===== config.mk =====
export PLATFORM = sky130hd
export DESIGN_NAME = ctrl_pipe
export DESIGN_NICKNAME = d
export VERILOG_FILES = /design/src/rtl/ctrl_pipe_pkg.sv /design/src/rtl/ctrl_pipe_hazard_fwd_unit.sv /design/src/rtl/ctrl_pipe.sv
export SDC_FILE = /design/constraint.sdc
export NUM_CORES = 1
export LEC_CHECK = 0
export BUFFER_PORTS_ARGS = -buffer_cell sky130_fd_sc_hd__buf_2
export CORE_MARGIN = 2
export CORE_UTILIZATION = 54
export CTS_BUF_LIST = sky130_fd_sc_hd__clkbuf_4
export DETAILED_ROUTE_END_ITERATION = 10
export PLACE_DENSITY = 0.86
export SLEW_MARGIN = 40
export SYNTH_ARGS = -nofsm -noshare
export SYNTH_HDL_FRONTEND = slang
export SYNTH_SLANG_ARGS = --single-unit

===== constraint.sdc =====
create_clock -name clk -period 2.9 [get_ports clk]
set_clock_uncertainty 0.05 [all_clocks]
set_input_delay 0.145 -clock clk [delete_from_list [all_inputs] [get_ports clk]]
set_output_delay 0.145 -clock clk [all_outputs]
set_load 0.03 [all_outputs]

===== src/rtl/ctrl_pipe_pkg.sv =====
// Shared widths, stage-register payloads, bubble constants and forwarding encodings.
package ctrl_pipe_pkg;

    localparam int unsigned REG_AW  = 5;
    localparam int unsigned ALUOP_W = 2;
    localparam int unsigned MTR_W   = 2;
    localparam int unsigned FWD_W   = 2;

    localparam logic [MTR_W-1:0] BUBBLE_MEMTOREG = 2'b11;

    localparam logic [FWD_W-1:0] FWD_RF    = 2'b00;
    localparam logic [FWD_W-1:0] FWD_EXMEM = 2'b10;
    localparam logic [FWD_W-1:0] FWD_MEMWB = 2'b01;

    typedef struct packed {
        logic               branch;
        logic               mem_read;
        logic               mem_write;
        logic               alu_src1;
        logic               alu_src2;
        logic               reg_write;
        logic               pc_enable;
        logic               jump;
        logic [ALUOP_W-1:0] alu_op;
        logic [MTR_W-1:0]   mem_to_reg;
        logic [REG_AW-1:0]  rs1;
        logic [REG_AW-1:0]  rs2;
        logic [REG_AW-1:0]  rd;
    } idex_t;

    typedef struct packed {
        logic              mem_read;
        logic              mem_write;
        logic              reg_write;
        logic [MTR_W-1:0]  mem_to_reg;
        logic [REG_AW-1:0] rd;
    } exmem_t;

    typedef struct packed {
        logic              reg_write;
        logic [MTR_W-1:0]  mem_to_reg;
        logic [REG_AW-1:0] rd;
    } memwb_t;

    localparam idex_t IDEX_BUBBLE = '{
        branch: 1'b0, mem_read: 1'b0, mem_write: 1'b0, alu_src1: 1'b0,
        alu_src2: 1'b0, reg_write: 1'b0, pc_enable: 1'b1, jump: 1'b0,
        alu_op: '0, mem_to_reg: BUBBLE_MEMTOREG, rs1: '0, rs2: '0, rd: '0
    };

    localparam exmem_t EXMEM_BUBBLE = '{
        mem_read: 1'b0, mem_write: 1'b0, reg_write: 1'b0,
        mem_to_reg: BUBBLE_MEMTOREG, rd: '0
    };

    localparam memwb_t MEMWB_BUBBLE = '{
        reg_write: 1'b0, mem_to_reg: BUBBLE_MEMTOREG, rd: '0
    };

    // x0 is never a producer, so rd 0 never matches a source register.
    function automatic logic reg_hit(input logic [REG_AW-1:0] rd, input logic [REG_AW-1:0] rs);
        return (rd != '0) && (rd == rs);
    endfunction

endpackage


===== src/rtl/ctrl_pipe_hazard_fwd_unit.sv =====
// Combinational load-use detection and operand forwarding selects.
module ctrl_pipe_hazard_fwd_unit
    import ctrl_pipe_pkg::*;
(
    input  logic              ex_mem_read,
    input  logic [REG_AW-1:0] ex_rd,
    input  logic [REG_AW-1:0] ex_rs1,
    input  logic [REG_AW-1:0] ex_rs2,
    input  logic [REG_AW-1:0] id_rs1,
    input  logic [REG_AW-1:0] id_rs2,
    input  logic              mem_reg_write,
    input  logic [REG_AW-1:0] mem_rd,
    input  logic              wb_reg_write,
    input  logic [REG_AW-1:0] wb_rd,
    output logic              load_use,
    output logic [FWD_W-1:0]  fwd_a,
    output logic [FWD_W-1:0]  fwd_b
);

    // Load in EX whose destination is read by the instruction in ID.
    always_comb begin
        load_use = ex_mem_read && (reg_hit(ex_rd, id_rs1) || reg_hit(ex_rd, id_rs2));
    end

    // Youngest producer wins: EX/MEM before MEM/WB before the register file.
    always_comb begin
        fwd_a = FWD_RF;
        fwd_b = FWD_RF;
        if (mem_reg_write && reg_hit(mem_rd, ex_rs1))     fwd_a = FWD_EXMEM;
        else if (wb_reg_write && reg_hit(wb_rd, ex_rs1))  fwd_a = FWD_MEMWB;
        if (mem_reg_write && reg_hit(mem_rd, ex_rs2))     fwd_b = FWD_EXMEM;
        else if (wb_reg_write && reg_hit(wb_rd, ex_rs2))  fwd_b = FWD_MEMWB;
    end

endmodule


===== src/rtl/ctrl_pipe.sv =====
// Control-side pipeline: ID/EX, EX/MEM, MEM/WB stage registers, stalls, flushes and halt.
module ctrl_pipe
    import ctrl_pipe_pkg::*;
(
    input  logic              clk,
    input  logic              rst,
    input  logic              id_branch,
    input  logic              id_memRead,
    input  logic              id_memWrite,
    input  logic              id_ALUsrc1,
    input  logic              id_ALUsrc2,
    input  logic              id_regWrite,
    input  logic              id_PC_enable,
    input  logic              id_jump,
    input  logic [1:0]        id_ALUop,
    input  logic [1:0]        id_memToReg,
    input  logic [REG_AW-1:0] id_rs1,
    input  logic [REG_AW-1:0] id_rs2,
    input  logic [REG_AW-1:0] id_rd,
    input  logic              ex_redirect,
    output logic              ex_branch,
    output logic              ex_memRead,
    output logic              ex_memWrite,
    output logic              ex_ALUsrc1,
    output logic              ex_ALUsrc2,
    output logic              ex_regWrite,
    output logic              ex_jump,
    output logic [1:0]        ex_ALUop,
    output logic [REG_AW-1:0] ex_rd,
    output logic              mem_memRead,
    output logic              mem_memWrite,
    output logic              mem_regWrite,
    output logic [1:0]        mem_memToReg,
    output logic [REG_AW-1:0] mem_rd,
    output logic              wb_regWrite,
    output logic [1:0]        wb_memToReg,
    output logic [REG_AW-1:0] wb_rd,
    output logic [1:0]        fwd_a,
    output logic [1:0]        fwd_b,
    output logic              pc_write,
    output logic              ifid_write,
    output logic              ifid_flush,
    output logic              halted
);

    idex_t  idex_q,   idex_d;
    exmem_t exmem_q,  exmem_d;
    memwb_t memwb_q,  memwb_d;
    logic   halted_q, halted_d;
    logic   load_use;
    logic   stall_eff;

    ctrl_pipe_hazard_fwd_unit u_hazard_fwd_unit (
        .ex_mem_read   (idex_q.mem_read),
        .ex_rd         (idex_q.rd),
        .ex_rs1        (idex_q.rs1),
        .ex_rs2        (idex_q.rs2),
        .id_rs1        (id_rs1),
        .id_rs2        (id_rs2),
        .mem_reg_write (exmem_q.reg_write),
        .mem_rd        (exmem_q.rd),
        .wb_reg_write  (memwb_q.reg_write),
        .wb_rd         (memwb_q.rd),
        .load_use      (load_use),
        .fwd_a         (fwd_a),
        .fwd_b         (fwd_b)
    );

    // Next stage contents and front-end enables; a redirect squashes any stall.
    always_comb begin
        idex_d     = IDEX_BUBBLE;
        exmem_d    = EXMEM_BUBBLE;
        memwb_d    = MEMWB_BUBBLE;
        halted_d   = halted_q | ~idex_q.pc_enable;
        stall_eff  = load_use & ~ex_redirect;
        pc_write   = 1'b1;
        ifid_write = 1'b1;
        ifid_flush = 1'b0;

        if (!(halted_q || ex_redirect || load_use)) begin
            idex_d = '{
                branch: id_branch, mem_read: id_memRead, mem_write: id_memWrite,
                alu_src1: id_ALUsrc1, alu_src2: id_ALUsrc2, reg_write: id_regWrite,
                pc_enable: id_PC_enable, jump: id_jump, alu_op: id_ALUop,
                mem_to_reg: id_memToReg, rs1: id_rs1, rs2: id_rs2, rd: id_rd
            };
        end

        exmem_d = '{
            mem_read: idex_q.mem_read, mem_write: idex_q.mem_write,
            reg_write: idex_q.reg_write, mem_to_reg: idex_q.mem_to_reg, rd: idex_q.rd
        };
        memwb_d = '{
            reg_write: exmem_q.reg_write, mem_to_reg: exmem_q.mem_to_reg, rd: exmem_q.rd
        };

        if (stall_eff) begin
            pc_write   = 1'b0;
            ifid_write = 1'b0;
        end
        if (ex_redirect) ifid_flush = 1'b1;
        if (!idex_q.pc_enable) pc_write = 1'b0;
        if (halted_q) begin
            pc_write   = 1'b0;
            ifid_write = 1'b0;
            ifid_flush = 1'b1;
        end
    end

    // Stage registers and sticky halt; reset forces bubbles everywhere.
    always_ff @(posedge clk) begin
        if (rst) begin
            idex_q   <= IDEX_BUBBLE;
            exmem_q  <= EXMEM_BUBBLE;
            memwb_q  <= MEMWB_BUBBLE;
            halted_q <= 1'b0;
        end else begin
            idex_q   <= idex_d;
            exmem_q  <= exmem_d;
            memwb_q  <= memwb_d;
            halted_q <= halted_d;
        end
    end

    assign ex_branch    = idex_q.branch;
    assign ex_memRead   = idex_q.mem_read;
    assign ex_memWrite  = idex_q.mem_write;
    assign ex_ALUsrc1   = idex_q.alu_src1;
    assign ex_ALUsrc2   = idex_q.alu_src2;
    assign ex_regWrite  = idex_q.reg_write;
    assign ex_jump      = idex_q.jump;
    assign ex_ALUop     = idex_q.alu_op;
    assign ex_rd        = idex_q.rd;
    assign mem_memRead  = exmem_q.mem_read;
    assign mem_memWrite = exmem_q.mem_write;
    assign mem_regWrite = exmem_q.reg_write;
    assign mem_memToReg = exmem_q.mem_to_reg;
    assign mem_rd       = exmem_q.rd;
    assign wb_regWrite  = memwb_q.reg_write;
    assign wb_memToReg  = memwb_q.mem_to_reg;
    assign wb_rd        = memwb_q.rd;
    assign halted       = halted_q;

endmodule

==> key figures <==
Logic synthesis
  – Syn Std Cell Area: 0.00189 mm²
  – Yosys warns: 0
  – Yosys top cell by area: dfxtp_1
  – Main flop type after synthesis: dfxtp_1
  – Yosys top cell area share: 48.6%
  – Netlist cell types: 22
  – Post-Synthesis Cells: 191
  – Synth Net Count: 221
  – Flops & latches, synth: 46
  – Mapped Avg Cell Area: 9.91 µm²
  – Post-synth EDFFs: 0
  – Seq/Total Area, Yosys: 48.6%
  – Most area-consuming cells after synthesis: dfxtp_1 49%, nand3b_1 9.5%, xnor2_1 7.4%, a21oi_1 6.9%, xor2_1 6.5%
  – Async SR Flop Fraction: 0%

Layout
  – Most frequent cells in the layout: 69 x buf_2, 46 x dfxtp_1, 27 x dlygate4sd3_1
  – Cell Count, Final, Fillers Out: 324
  – Ant. Diodes: 0
  – Fin nets: 307
  – Commonest non-fill, non-tap cell in the layout: buf_2
  – Area grow syn2layout: 34.4%
  – Share of cells above drive strength 1: 30.9%
  – Filler cell count: 261
  – Final Instance Area: 0.00254 mm²

Critical path
  – Worst endpoint required time: 2710 ps
  – Worst flop-to-flop path startpoint: ex_rd[1]$_SDFF_PP0_
  – Worst Path Arrival: 2280 ps
  – Reg2reg end: exmem_d[5]$_SDFF_PP1_
  – Crit path kind: reg -> out
  – Max FO, Critical Path: 16
  – Worst reg2reg setup slack: 1010 ps
  – Critical Path Start Type: register
  – Setup crit end kind: output pin
  – FF-to-FF path depth: 3

Die
  – Die W: 63.2 µm
  – Initial Utilization: 56.3%
  – IO Count: 70
  – Die area: 0.00400 mm²
  – Standard-cell rows: 21
  – Die Ht: 63.2 µm
  – Core area: 0.00336 mm²

Global route
  – Initial antenna violation count: 0
  – First-pass GRT wire length: 7760 µm
  – Vias in the first global route: 1,675
  – Pin count of the biggest net entering global routing: 47
  – Overall routing resource usage: 25.0%
  – Grt total ovfl: 0

Drt
  – DRC marker count from the first detailed-route iteration: 37
  – Vias: 1,650
  – Vias per cell: 5.09
  – WL per Instance: 14.5 µm
  – Total routed wirelength: 4690 µm
  – DRC: 0
  – Routed Antenna Nets: 0
  – Initial DRT Pass Iterations: 6

Clock tree
  – Worst skew pair latency: 370 ps
  – Num CTS Buffers: 5
  – Clock tree buffer depth: 2
  – CTS sink count: 46
  – Clock Root Buffer: clkbuf_4
  – Clock transition at the registers of the reported paths: 140 ps
  – Htree depth: 2
  – Post_cts resized: 0
  – CTS tree: done
  – Post-CTS repair timing setup buffer count: 0

Pwr
  – Switching share of power: 28.3%
  – Sw power: 0.000337 W
  – Static leakage: 1.19 nW
  – Logic pwr share: 16.8%
  – Power Internal: 0.000851 W
  – IR drop worst, VDD: 0.000346 V
  – Reg power frac: 56.6%
  – PwrDens: 467 mW/mm²
  – Clock share of power: 26.5%

Placement
  – Routability Congestion: 0.844
  – DP Cell Count: 289
  – Buffers on Ports: 69
  – Post-DP HPWL: 2870 µm
  – Post-DP Area: 0.00221 mm²

STA
  – FMAX: 404 MHz
  – Tightest Pin Transition: 645 ps
  – Final setup violation count: 0
  – Post-layout min period: 2470 ps
  – Final setup TNS: 0 ps
  – Fin crit share: 85.3%
  – Final Hold Vio Count: 0
  – RSZ-0062 raised after global routing: no
  – Max-slew headroom: 57.0%
  – Pins Over Slew Limit: 0

Status
  – Status: finished, final reports clean

Flow run
  – Max-Cap Viols: 0

Hold path
  – WHS Endpoint: ex_rd[0]$_SDFF_PP0_
  – Hold path startpoint: ex_redirect
  – Worst hold path class: in -> reg
  – Hold path depth: 4
==> synth_stat cells, drive strengths merged (2+ instances only) <==
cell and number:
nand2 2, or4 5, nand3 4, xor2 14, nor2b 16, a2111o 3, or2 4, nand3b 24
a21oi 26, nor4 4, xnor2 16, buf 11, o21ai 2, clkbuf 9, dfxtp 46
==> repair_timing <==
item,CTS,global route
endpoints found under the hold margin,26,1
setup endpoints to repair,0,0
hold buffers,26,1
==> routing by layer <==
layer	track usage, %	vias to the layer above	part of all wire (%)
met5	0	-	0
met4	13.0	0	3.0
met3	6.61	14	5.6
met2	43.4	73	51
met1	28.1	747	41
li1	-	816	-
==> final cells by class <==
type                            instances  area [µm²]  share of cell area (%)
Sequential cell                        46         921                    36.2
Tap cell                               46        57.6                    2.26
Inverter                                1        3.75                   0.148
Timing Repair Buffer                   99         638                    25.1
Clock inverter                          2        13.8                   0.541
Clock buffer                            6        45.0                    1.77
Multi-Input combinational cell        124         865                    34.0
==> critical path, stage by stage, from the launching register on <==
cell	delay, ps
dfxtp_1	370
or4_1	520
o21a_1	370
nor2b_1	240
a21oi_1	170
buf_2	230
==> flip-flops by register name, indices dropped and copies added, names as in the netlist, 2 cells and up <==
signal	flops
ex_rd	5
idex_q	11
wb_rd	5
mem_memToReg	2
exmem_d	2
mem_rd	5
wb_memToReg	2
ex_ALUop	2
==> logic make-up after synthesis <==
| kind of cell | count (synthesis) | synth area share [%] |
|---|---|---|
| buffers and inverters | 21 | 6.15 |
| AOI/OAI and AO/OA | 33 | 9.91 |
| xor gates and xnor gates | 30 | 13.9 |
| DFF | 46 | 48.6 |
| and+or+nand+nor | 61 | 21.4 |
==> power groups by stage <==
stage,registers (W),clock network [W],logic [W]
after floorplan,0.000704,0,0.0000979
after global placement,0.000685,0,0.000164
after detailed placement,0.000686,0,0.000166
after CTS,0.000672,0.000311,0.000193
after global routing,0.000676,0.000354,0.000216
final,0.000673,0.000315,0.000200
==> worst max path at each step <==
| stage | to | slack (ps) | start | cells past startpoint |
|---|---|---|---|---|
| 4_1_cts | ifid_write | 470 | ex_rd[1]$_SDFF_PP0_ | 5 |
| 5_1_grt | pc_write | 330 | ex_rd[1]$_SDFF_PP0_ | 5 |
| 2_1_floorplan | fwd_a[0] | 300 | mem_rd[0]$_SDFF_PP0_ | 4 |
| 3_5_place_dp | ifid_write | 910 | ex_rd[1]$_SDFF_PP0_ | 5 |
| 3_3_place_gp | ifid_write | 940 | ex_rd[1]$_SDFF_PP0_ | 5 |
| 6_report | pc_write | 430 | ex_rd[1]$_SDFF_PP0_ | 5 |
==> metrics by stage <==
step	hold slack, ps	utilization [%]	power (W)	setup slack (ps)
floorplan	194	-	0.000802	304
detailed placement	284	65.8	0.000852	905
finish	128	75.6	0.00119	427
global placement	286	65.8	0.000848	940
CTS	2.42	75.3	0.00118	474
global route	132	75.6	0.00125	335
(Power assumes the default switching activity.)
